==> src/rtl/riscv_wb_pkg.sv <==
// Shared writeback types and widths for the integer pipeline.
// Latency: n/a (types and constants only).
// Backpressure: n/a.
package riscv_wb_pkg;

  localparam int XLEN       = 64;
  localparam int REG_ADDR_W = 5;
  localparam int NUM_REGS   = 32;

  // One queued register-file write.
  typedef struct packed {
    logic [REG_ADDR_W-1:0] rd;
    logic [XLEN-1:0]       data;
  } wb_entry_t;

endpackage

==> src/rtl/writeback_sequencer_fifo.sv <==
// Circular writeback queue: rd/data storage, pointers, occupancy, per-entry valid.
// Latency: push visible at head one edge later; pop advances head on the edge.
// Backpressure: push ignored when full, pop ignored when empty; caller gates on full/empty.
module wb_fifo #(
  parameter int XLEN  = 64,
  parameter int DEPTH = 4,
  localparam int PTR_W = $clog2(DEPTH),
  localparam int CNT_W = PTR_W + 1
) (
  input  logic                 clk,
  input  logic                 reset,
  input  logic                 push,
  input  logic [4:0]           push_rd,
  input  logic [XLEN-1:0]      push_data,
  input  logic                 pop,
  output logic                 full,
  output logic                 empty,
  output logic [CNT_W-1:0]     count,
  output logic [4:0]           head_rd,
  output logic [XLEN-1:0]      head_data,
  output logic [DEPTH-1:0]     ent_vld,
  output logic [DEPTH*5-1:0]   ent_rd
);

  logic [PTR_W-1:0] wr_ptr_q, wr_ptr_d;
  logic [PTR_W-1:0] rd_ptr_q, rd_ptr_d;
  logic [CNT_W-1:0] count_q, count_d;
  logic [4:0]       rd_mem_q   [DEPTH];
  logic [4:0]       rd_mem_d   [DEPTH];
  logic [XLEN-1:0]  data_mem_q [DEPTH];
  logic [XLEN-1:0]  data_mem_d [DEPTH];

  logic do_push;
  logic do_pop;

  assign full      = (count_q == CNT_W'(DEPTH));
  assign empty     = (count_q == '0);
  assign count     = count_q;
  assign do_push   = push && !full;
  assign do_pop    = pop && !empty;
  assign head_rd   = rd_mem_q[rd_ptr_q];
  assign head_data = data_mem_q[rd_ptr_q];

  // Next pointer/occupancy; pointers wrap for free since DEPTH is a power of two.
  always_comb begin
    wr_ptr_d = wr_ptr_q;
    rd_ptr_d = rd_ptr_q;
    count_d  = count_q;
    if (do_push) wr_ptr_d = wr_ptr_q + PTR_W'(1);
    if (do_pop)  rd_ptr_d = rd_ptr_q + PTR_W'(1);
    case ({do_push, do_pop})
      2'b10:   count_d = count_q + CNT_W'(1);
      2'b01:   count_d = count_q - CNT_W'(1);
      default: count_d = count_q;
    endcase
  end

  // Storage write at the tail slot; storage itself is never cleared.
  always_comb begin
    rd_mem_d   = rd_mem_q;
    data_mem_d = data_mem_q;
    if (do_push) begin
      rd_mem_d[wr_ptr_q]   = push_rd;
      data_mem_d[wr_ptr_q] = push_data;
    end
  end

  // Entry i is live when its distance from the head is below the occupancy.
  always_comb begin
    ent_vld = '0;
    ent_rd  = '0;
    for (int i = 0; i < DEPTH; i++) begin
      logic [PTR_W-1:0] off;
      off          = PTR_W'(i) - rd_ptr_q;
      ent_vld[i]   = ({1'b0, off} < count_q);
      ent_rd[i*5 +: 5] = rd_mem_q[i];
    end
  end

  // Pointer and occupancy state; only the valid state is reset.
  always_ff @(posedge clk) begin
    if (reset) begin
      wr_ptr_q <= '0;
      rd_ptr_q <= '0;
      count_q  <= '0;
    end else begin
      wr_ptr_q <= wr_ptr_d;
      rd_ptr_q <= rd_ptr_d;
      count_q  <= count_d;
    end
  end

  // Queue storage registers.
  always_ff @(posedge clk) begin
    rd_mem_q   <= rd_mem_d;
    data_mem_q <= data_mem_d;
  end

endmodule

==> src/rtl/writeback_sequencer.sv <==
// Merges ALU and load results into one in-order register-file write port.
// Latency: transfer at edge N -> reg_write in the cycle after edge N+1; one write/cycle.
// Backpressure: ready drops when the queue is full or in reset; alu also yields to mem.
module writeback_sequencer #(
  parameter int XLEN  = riscv_wb_pkg::XLEN,
  parameter int DEPTH = 4
) (
  input  logic                     clk,
  input  logic                     reset,
  input  logic                     alu_valid,
  input  logic [4:0]               alu_rd,
  input  logic [XLEN-1:0]          alu_data,
  output logic                     alu_ready,
  input  logic                     mem_valid,
  input  logic [4:0]               mem_rd,
  input  logic [XLEN-1:0]          mem_data,
  output logic                     mem_ready,
  input  logic                     wb_stall,
  output logic                     reg_write,
  output logic [4:0]               wb_rd,
  output logic [XLEN-1:0]          wb_data,
  output logic [31:0]              pending,
  output logic [$clog2(DEPTH):0]   count
);

  import riscv_wb_pkg::*;

  logic                    fifo_full;
  logic                    fifo_empty;
  logic [4:0]              head_rd;
  logic [XLEN-1:0]         head_data;
  logic [DEPTH-1:0]        ent_vld;
  logic [DEPTH*5-1:0]      ent_rd;

  logic                    mem_xfer;
  logic                    alu_xfer;
  logic [4:0]              sel_rd;
  logic [XLEN-1:0]         sel_data;
  logic                    push;
  logic                    pop;

  logic                    reg_write_q, reg_write_d;
  logic [4:0]              wb_rd_q, wb_rd_d;
  logic [XLEN-1:0]         wb_data_q, wb_data_d;

  // Source arbitration: load results win; no bypass when full.
  always_comb begin
    mem_ready = !reset && !fifo_full;
    alu_ready = !reset && !fifo_full && !mem_valid;
    mem_xfer  = mem_valid && mem_ready;
    alu_xfer  = alu_valid && alu_ready;
    sel_rd    = mem_xfer ? mem_rd   : alu_rd;
    sel_data  = mem_xfer ? mem_data : alu_data;
    // Writes to x0 complete the handshake but are dropped here.
    push      = (mem_xfer || alu_xfer) && (sel_rd != '0);
    pop       = !reset && !wb_stall;
  end

  wb_fifo #(
    .XLEN  (XLEN),
    .DEPTH (DEPTH)
  ) u_fifo (
    .clk       (clk),
    .reset     (reset),
    .push      (push),
    .push_rd   (sel_rd),
    .push_data (sel_data),
    .pop       (pop),
    .full      (fifo_full),
    .empty     (fifo_empty),
    .count     (count),
    .head_rd   (head_rd),
    .head_data (head_data),
    .ent_vld   (ent_vld),
    .ent_rd    (ent_rd)
  );

  // Present the head for one cycle per pop; otherwise hold address/data.
  always_comb begin
    reg_write_d = pop && !fifo_empty;
    wb_rd_d     = wb_rd_q;
    wb_data_d   = wb_data_q;
    if (reg_write_d) begin
      wb_rd_d   = head_rd;
      wb_data_d = head_data;
    end
  end

  // Output register stage.
  always_ff @(posedge clk) begin
    if (reset) begin
      reg_write_q <= 1'b0;
      wb_rd_q     <= '0;
      wb_data_q   <= '0;
    end else begin
      reg_write_q <= reg_write_d;
      wb_rd_q     <= wb_rd_d;
      wb_data_q   <= wb_data_d;
    end
  end

  assign reg_write = reg_write_q;
  assign wb_rd     = wb_rd_q;
  assign wb_data   = wb_data_q;

  // Scoreboard view: every live queue entry plus the write being presented.
  always_comb begin
    pending = '0;
    for (int i = 0; i < DEPTH; i++) begin
      if (ent_vld[i]) pending[ent_rd[i*5 +: 5]] = 1'b1;
    end
    if (reg_write_q) pending[wb_rd_q] = 1'b1;
    pending[0] = 1'b0;
    if (reset) pending = '0;
  end

endmodule

==> config.mk <==
export PLATFORM = sky130hd
export DESIGN_NAME = writeback_sequencer
export DESIGN_NICKNAME = d
export VERILOG_FILES = /design/src/rtl/riscv_wb_pkg.sv /design/src/rtl/writeback_sequencer_fifo.sv /design/src/rtl/writeback_sequencer.sv
export SDC_FILE = /design/constraint.sdc
export NUM_CORES = 1
export LEC_CHECK = 0
export CORE_ASPECT_RATIO = 0.6
export CORE_MARGIN = 2
export CORE_UTILIZATION = 56
export CTS_BUF_LIST = sky130_fd_sc_hd__clkbuf_4
export DETAILED_ROUTE_END_ITERATION = 8
export HOLD_SLACK_MARGIN = 0.12
export PLACE_DENSITY = 0.83
export REMOVE_ABC_BUFFERS = 1
export SETUP_SLACK_MARGIN = 0.2
export SKIP_CTS_REPAIR_TIMING = 1
export SYNTH_ARGS = -nofsm -noshare
export SYNTH_HDL_FRONTEND = slang
export SYNTH_SLANG_ARGS = --single-unit
==> constraint.sdc <==
create_clock -name clk -period 4.15 [get_ports clk]
set_input_delay 0.83 -clock clk [delete_from_list [all_inputs] [get_ports clk]]
set_output_delay 0.83 -clock clk [all_outputs]
set_load 0.02 [all_outputs]
## Yosys cells after proc, flatten, opt, wreduce, memory -nomap -nowiden

Cells that the tools add are included.

- $add $sub $neg: 8
- Magnitude comparators: 17
- Eq/ne operators: 3
- Muxes and demuxes: 31
- Bitwise gates (word level): 6
- Reductions and logical operators: 23

Operators with widths:

| kind | count |
|---|---|
| 256-bit bitwise mux | 1 |
| 64-bit 2-to-1 mux | 4 |
| 32-bit 2-to-1 mux | 6 |
| 64-bit binary-select mux with 2-bit select | 1 |
| 64-bit demux with 2-bit select | 1 |
| 32-bit OR | 4 |
| 5-bit by 6-bit less-than comparator with 1-bit output (second input constant) | 5 |
| 1-bit demux with 5-bit select | 5 |
| 5-bit by 1-bit >= comparator with 1-bit output (second input constant) | 5 |
| 20-bit bitwise mux | 1 |
| 5-bit 2-to-1 mux | 4 |
| 1-bit logical AND | 14 |
| 2-bit by 3-bit less-than comparator with 1-bit output | 4 |
| 5-bit binary-select mux with 2-bit select | 1 |
| 5-bit demux with 2-bit select | 1 |
| 3-bit >= comparator (second input constant) | 2 |
| 2-bit NOT with 3-bit output | 2 |
| 3-bit one-hot mux with 2 select lines | 1 |
| 1-bit logical NOT | 5 |
| 1-bit 2-to-1 mux | 5 |
| 5-bit nonzero test | 1 |
| 2-bit by 1-bit adder with 2-bit output (second input constant) | 2 |
| 1-bit by 2-bit subtractor with 2-bit output (first input constant) | 2 |
| 2-bit subtractor (first input constant) | 2 |
| 9 further kinds | 9 |

- Register bits: 353
- Input port bits: 143
- Output and inout bits: 107
- Logic and storage cells: 102

## Longest topological paths before layout

- Word-level depth: 14
- Mapped depth: 11
- Gate-level depth less buffers: 10

## Cells and area by module

From an unflattened synthesis, not the netlist that was laid out.

- Cells, all modules: 1,019
- Area, all modules: 15,294.7 um2

Modules (own cells, without submodules):

| module | times used | cells an instance | area an instance (um2) | sequential area each (um2) |
|---|---|---|---|---|
| wb_fifo | 1 | 429 | 10,490.1 | 8,428.1 |
| writeback_sequencer | 1 | 590 | 4,804.6 | 1,401.3 |

## Worst setup path before layout

Ideal clock, no wire load.

- Path type: input to register
- From: input port reset
- To: register u_fifo.data_mem_q[0] (netlist bit) (enable)
- Library setup time: 0.435 ns
- Data arrival time: 3.233 ns
- Required time: 3.715 ns
- Path slack: 0.483 ns
- Stages on the path: 4
- Buffers on the path: 1
- Path through: clkbuf_1 a21o_1 a221oi_1 and2_1

- Cells in the longest elaborated chain, start to end: 7
- Elaborated cells on any way between the ends: 10
- Classes of those cells: mux (1); reduce/logical (9)

Ends and longest elaborated chain:

| element | RTL line | RTL |
|---|---|---|
| from (decl) | writeback_sequencer.sv:9 | `input logic reset,` |
| 1-bit logical NOT * | writeback_sequencer.sv:48, writeback_sequencer.sv:49 |  |
| 1-bit logical AND * | writeback_sequencer.sv:48, writeback_sequencer.sv:49 |  |
| 1-bit logical AND, on equally long branches | writeback_sequencer.sv:50, writeback_sequencer.sv:49 |  |
| 5-bit 2-to-1 mux or 1-bit logical AND (tied branches) | writeback_sequencer.sv:52, writeback_sequencer.sv:51 |  |
| 5-bit nonzero test or 1-bit logical OR (tied branches) | writeback_sequencer.sv:55 | `push = (mem_xfer \|\| alu_xfer) && (sel_rd != '0);` |
| 1-bit logical AND * | writeback_sequencer.sv:55 |  |
| 1-bit logical AND * | writeback_sequencer_fifo.sv:39 | `assign do_push = push && !full;` |
| to (signal assigned) | writeback_sequencer_fifo.sv:96 | `data_mem_q <= data_mem_d;` |
| to (decl) | writeback_sequencer_fifo.sv:30 | `logic [XLEN-1:0] data_mem_q [DEPTH];` |

Every way passes the cells marked *; elsewhere a longest branch is shown, timed or not.
A chain may end at the register's enable or synchronous reset.

## Worst setup path after layout

- From: register u_fifo.rd_ptr_q[1]
- To: output port pending[23]

- Cells in the longest elaborated chain, start to end: 12
- Elaborated cells on any way between the ends: 18
- Classes of those cells: add/sub (4); order compare (4); mux (6); bitwise (4)

Ends and longest elaborated chain:

| element | RTL line | RTL |
|---|---|---|
| from (decl) | writeback_sequencer_fifo.sv:26 | `logic [PTR_W-1:0] rd_ptr_q, rd_ptr_d;` |
| from (signal assigned) | writeback_sequencer_fifo.sv:88 | `rd_ptr_q <= rd_ptr_d;` |
| 1-bit by 2-bit subtractor with 2-bit output | writeback_sequencer_fifo.sv:74 | `off = PTR_W'(i) - rd_ptr_q;` |
| 2-bit by 3-bit less-than comparator with 1-bit output | writeback_sequencer_fifo.sv:75 | `ent_vld[i] = ({1'b0, off} < count_q);` |
| 32-bit 2-to-1 mux | writeback_sequencer.sv:110 | `if (ent_vld[i]) pending[ent_rd[i*5 +: 5]] = 1'b1;` |
| 32-bit OR (no source line) | - |  |
| 32-bit 2-to-1 mux | writeback_sequencer.sv:110 |  |
| 32-bit OR (no source line) | - |  |
| 32-bit 2-to-1 mux | writeback_sequencer.sv:110 |  |
| 32-bit OR (no source line) | - |  |
| 32-bit 2-to-1 mux * | writeback_sequencer.sv:110 |  |
| 32-bit OR (no source line) | - |  |
| 32-bit 2-to-1 mux * | writeback_sequencer.sv:112 | `if (reg_write_q) pending[wb_rd_q] = 1'b1;` |
| 32-bit 2-to-1 mux * | writeback_sequencer.sv:114 | `if (reset) pending = '0;` |
| to (decl) | writeback_sequencer.sv:22 | `output logic [31:0] pending,` |

Marked as above.

==> results.toml <==
[grt]
grt_max_degree = 143
grt_first_pass_wirelength_mm = 61.0
track_usage_pct = 28.3
grt_overflow_total = 0
antenna_found_initial = 0
grt_pass1_vias = 10500

[critical_path]
rr_startpoint = "u_fifo.count[0]"
startpoint_type = "flop"
crit_path_start = "u_fifo.rd_ptr_q[1]"
critical_path_class = "reg -> out"
end_kind = "output pin"
crit_arrival_ns = 3.01
path_max_fanout = 15
required_ns = 3.32

[logic_synthesis]
syn_area_sq_mm = 0.0154
ys.flop_type = "edfxtp_1"
synth-edff-count = 276
syn_area_per_cell_sq_um = 14.4
ys_types = 53
netlist_top_cells_area = "edfxtp_1 54%, mux4_2 10%, dfxtp_1 10%"
async_flop_share_pct = 0
synth-warning-count = 0
yosys.area.top_type_share_pct = 53.7
seq_area_frac_synth_pct = 63.7
synth_top_area_cell = "edfxtp_1"
ys_ff_latch = 353
syn_inst = 1072

[finish]
finish.utilization_pct = 71.6
nNetsFinal = 1531
n_antenna_cell = 0
final_cells = 1812
drive_gt1_share_pct = 26.7
synthToLayoutAreaGrowth_pct = 26.8

[hold_path]
min_path_type = "reg -> reg"
hold_start = "wb_data[50]"

[detailed_routing]
dr_total_vias = 10600
drc_errors = 0
viasPerCell = 5.85
first_iter_violations = 1112
drt-pass1-iter-count = 5
ant_nets = 0
wl_per_cell_um = 22.4
drt-total-wl_mm = 40.7

[clocking]
cts_tree = "yes"
htreeDepth = 3
numCtsBuffers = 80
clk_latency_ns = 0.77
cts-root-buf = "clkbuf_4"
clkSinkCount = 353
clk_pin_slew_ns = 0.07
clock_path_buffers = 3

[placement]
port_buffers = 248
hpwl_mm = 27.3
gp_congestion = 0.991
dp.cells = 1661

[die]
initial_utilization_pct = 56.5
die_h_um = 133
io_pins = 250
num_rows = 47
die_w_um = 218
die_area_sq_mm = 0.0290
core_sq_mm = 0.0273

[timing]
relSlewSlack_pct = 40.2
tightest_slew_ns = 0.897
min_period_ns = 3.84
timing.final.max_slew_violations = 0
hold_viol = 0
finClkSkew_ns = 0.0563
fmax_ghz = 0.261
fin_hold_ws_ns = 0.474
fin_crit_sh_pct = 92.4
setup_violations = 0
rsz0062_at_grt = "false"

[run_status]
outcome = "finished clean"

[flow_run]
cap_viol_max_count = 0

[power_and_ir_drop]
power_w = 0.00906
leakagePower_nw = 6.42
power_density_mw_per_mm2 = 463
ir_drop_mv = 0.265
[cell usage after synthesis (all sizes together), types with 5 or more instances]
| cell type | count |
|---|---|
| nand3 | 7 |
| nor3b | 6 |
| ha | 9 |
| nor2b | 14 |
| a22oi | 29 |
| mux2 | 71 |
| a2111oi | 14 |
| nor2 | 37 |
| nor3 | 8 |
| a21oi | 25 |
| a31oi | 28 |
| edfxtp | 276 |
| mux4 | 69 |
| o21ai | 71 |
| inv | 21 |
| nor4 | 6 |
| nand2b | 77 |
| buf | 31 |
| clkbuf | 36 |
| and2 | 5 |
| nand2 | 110 |
| dfxtp | 77 |
[area by class of cell]
cell class	count	area [sq um]
sequential	353	9840
fill	1840	7760
multi-input combinational	631	5370
timing repair buffer	291	2780
clock buffer	127	953
tap	367	459
clock inverter	22	104
inverter	21	78.8
[cells in the final DEF (no fill, tap or decap), drive strengths merged, types with 4 or more instances in the layout]
| cell | synthesis | final |
|---|---|---|
| nand3 | 7 | 7 |
| nand2b | 77 | 77 |
| and4 | 4 | 4 |
| a2111oi | 14 | 14 |
| a31oi | 28 | 28 |
| clkbuf | 36 | 150 |
| mux2 | 71 | 71 |
| a21oi | 25 | 25 |
| nor4 | 6 | 6 |
| nor2b | 14 | 14 |
| nor3b | 6 | 6 |
| a22oi | 29 | 29 |
| buf | 31 | 51 |
| nand2 | 110 | 110 |
| clkinv | 0 | 18 |
| clkdlybuf4s50 | 0 | 216 |
| edfxtp | 276 | 276 |
| mux4 | 69 | 69 |
| and2 | 5 | 5 |
| dfxtp | 77 | 77 |
| nand3b | 4 | 4 |
| inv | 21 | 22 |
| nor2 | 37 | 37 |
| o21ai | 71 | 71 |
| nor3 | 8 | 8 |
| ha | 9 | 9 |
[worst max-delay path: stages, from the launching register on]
cell and delay [ns]:
dfxtp_4 0.37, buf_12 0.15, inv_1 0.08, ha_1 0.33, a211oi_2 0.08, buf_4 0.18, nor4_2 0.31, buf_4 0.20
a22oi_1 0.10, a31oi_1 0.24, clkbuf_2 0.21
[metrics by stage]
step           area, sq um  setup WS, ns  setup TNS [ns]
4_1_cts              19600        -0.435           -9.31
3_3_place_gp         18500         0.454               0
2_1_floorplan        15200         -4.74         -331.02
3_5_place_dp         18500         0.413               0
6_report             19600         0.314               0
5_1_grt              19600         0.173               0
[per-layer routing]
| layer | vias to the layer above | wire length (um) | track usage [%] |
|---|---|---|---|
| li1 | 4766 | - | - |
| met1 | 5269 | 17600 | 41.8 |
| met2 | 528 | 17900 | 39.9 |
| met3 | 37 | 4690 | 10.8 |
| met4 | 2 | 419 | 6.50 |
| met5 | - | 50 | 1.33 |
[cells by family (layout without fill, tap and decap cells)]
group | count (synthesis) | count (layout) | share of synthesized area, %
DFF | 353 | 353 | 63.7
and+or+nand+nor | 290 | 290 | 9.53
AOI/OAI and AO/OA | 186 | 186 | 8.07
buffers and inverters | 88 | 461 | 2.39
xor gates and xnor gates | 3 | 3 | 0.170
muxes | 141 | 141 | 15.3
adders and majority gates | 10 | 10 | 0.859
other | 1 | 1 | 0.0243
[registers in the layout, summed over array words and instances, names as in the netlist]
signal             cells
u_fifo.ent_rd         20
u_fifo.count           3
wb_data               64
u_fifo.wr_ptr_q        2
reg_write              1
u_fifo.data_mem_q    256
u_fifo.rd_ptr_q        2
wb_rd                  5
[path summary, 6_finish.rpt]
kind | to | slack (ns) | cells past startpoint
min reg2reg | wb_data[50] | 0.47 | 2
max | pending[23] | 0.31 | 10
max reg2reg | u_fifo.count[2] | 1.16 | 11
min | wb_data[50] | 0.47 | 2
[power breakdown]
group	internal, W	total, W	switching, W	leakage, nW
Sequential	0.00422	0.00442	0.000192	3.15
Clock	0.00140	0.00275	0.00135	0.622
Combinational	0.000869	0.00189	0.00103	2.65
Total	0.00649	0.00906	0.00257	6.42
No activity file was read; power rests on OpenSTA's default activity.
==> RTL edit: new RTL, same settings <==
Take the reset off `wb_data_q` and load it in a clocked block of its own.
--- a/src/rtl/writeback_sequencer.sv
+++ b/src/rtl/writeback_sequencer.sv
@@ -93,3 +93,2 @@
       wb_rd_q     <= '0;
-      wb_data_q   <= '0;
     end else begin
@@ -97,4 +96,7 @@
       wb_rd_q     <= wb_rd_d;
-      wb_data_q   <= wb_data_d;
     end
+  end
+
+  always_ff @(posedge clk) begin
+    wb_data_q <= wb_data_d;
   end
Behaviour: differs if reset is asserted again (counterexample within 4 cycles, from zero or initial values and one cycle with reset high); with reset held inactive, the same outputs for 4 cycles.
==> RTL edit against the unedited design <==
Cell area decreased by 0.32%. Non-clock buffer count increased by 6. Wire length decreased by 9.9%. Power increased by 0.25%. Via count decreased by 12%. Area after synthesis decreased by 1.7%. Register-to-register slack improved by 250 ps. Global-route usage decreased by 2.2 points. Setup slack got worse by 92 ps. Sequential cell count unchanged. Largest cell class unchanged.
==> RTL edit: results (changes against the unedited design) <==
Worst-Skew Late Latency -> 690 ps (-80 ps)
Post-DP HPWL -> 24700 um (-9.6%)
Final Wtd Congestion -> 1.02 (+3.0%)
Global-route wire length before repair -> 55800 um (-8.5%)
Leak -> 6.72 nW (+4.7%)
Max_slew headroom -> 0.272 (-0.130)
GR Util met3 -> 0.0843 (-0.0238)
Synth Area in Adders -> 0.00874 (+0.000152)
Outcome -> finished, final reports clean
Seq/Total Area, Yosys -> 0.690 (+0.0535)
EDFF count, synth -> 340 (+23%)
DR iter-0 viols -> 1071 (-3.7%)
Post-synthesis mux area share -> 0.156 (+0.00271)
Critical path fanouts, max -> 8 (-7)
Unique cell type count in the Yosys netlist -> 51 (-3.8%)
Via/cell ratio -> 5.96 (+1.9%)
Antenna violations before repair -> 2 (+2)
Synth top cells by count -> 340 x edfxtp_1, 71 x mux2_2, 69 x mux4_2
Skew final -> 39.0 ps (-17.4 ps)
VDD IR max -> 0.235 mV (-11%)
Share of cells above drive strength 1 -> 0.296 (+0.0290)
Mapped Area -> 15200 um^2 (-1.7%)
Xor and xnor fraction of the mapped netlist area -> 0.00173 (+0.0000302)
TritonCTS Buffers -> 78 (-2.5%)
Htree depth -> 3 (unchanged)
Number of global-route vias before repair -> 9664 (-8.0%)
Met2 Track Usage GR -> 0.375 (-0.0237)
# nets final -> 1306 (-15%)
Synth Area in Compound Gates -> 0.0709 (-0.00978)
Per-cell routed wire length -> 23.3 um (+3.8%)
GR Util All Layers -> 0.262 (-0.0217)
[RTL edit: changes by cell type in the layout (fill, tap and decap cells not counted), moves of 10 or more]
cell,delta
a22oi_1,+22
a2111oi_2,-10
dfxtp_1,-64
nand2b_1,-71
clkbuf_4,-10
nor2_1,-18
o21ai_0,-64
nand2_1,-76
nand4_1,+15
clkbuf_2,-18
dlymetal6s2s_1,+25
edfxtp_1,+64
a21oi_1,-20
[RTL edit: critical path, stage by stage (launching register included)]
cell	delay, ps
dfxtp_4	380
xnor2_1	210
inv_1	70
ha_1	270
and2b_4	200
a21oi_1	360
buf_4	230
a32oi_1	90
a31oi_1	210
buf_4	170
dlymetal6s2s_1	220
[RTL edit: cell type report]
class / count / area [um^2] / share of cell area
clock buffer: 117 / 878 / 0.0450
timing repair buffer: 297 / 3000 / 0.154
clock inverter: 19 / 211 / 0.0108
inverter: 16 / 60.1 / 0.00308
tap: 360 / 450 / 0.0231
antenna: 3 / 7.51 / 0.000385
multi-input combinational: 407 / 4430 / 0.227
sequential: 353 / 10500 / 0.537
[RTL edit: cells by family after synthesis]
family	count (synthesis)
AOI/OAI and AO/OA	117
xor gates and xnor gates	3
adders and majority gates	10
buffers and inverters	64
DFF	353
muxes	141
other	1
and+or+nand+nor	135
[RTL edit: through the flow]
stage	cell area [um^2]	worst slack, ps	std cells	util	setup TNS, ps
global placement	18300	436	1429	0.691	0
floorplan	14900	-3630	776	-	-231750
finish	19500	222	1572	0.736	0
CTS	19400	-345	1565	0.732	-6000
global route	19500	174	1572	0.736	0
detailed placement	18300	440	1429	0.691	0
[RTL edit: where the power goes]
group / switching, W / internal, W
Sequential: 0.000152 / 0.00433
Clock: 0.00127 / 0.00160
Combinational: 0.000920 / 0.000810
Total: 0.00234 / 0.00674
[RTL edit: path summary, 6_finish.rpt]
check                                        start            endpoint  slack (ps)  cells past startpoint
worst max register to register     u_fifo.count[0]     u_fifo.count[2]        1410                     11
worst max-delay path            u_fifo.rd_ptr_q[1]         pending[20]         220                     10
worst min-delay path            u_fifo.wr_ptr_q[0]  u_fifo.wr_ptr_q[0]         530                      1
worst min register to register  u_fifo.wr_ptr_q[0]  u_fifo.wr_ptr_q[0]         530                      1
[RTL edit: layer usage]
layer / share of wire / wire (um)
met4: 0.019 / 682
met5: 0 / 0
met3: 0.12 / 4280
met1: 0.43 / 15700
met2: 0.44 / 16000
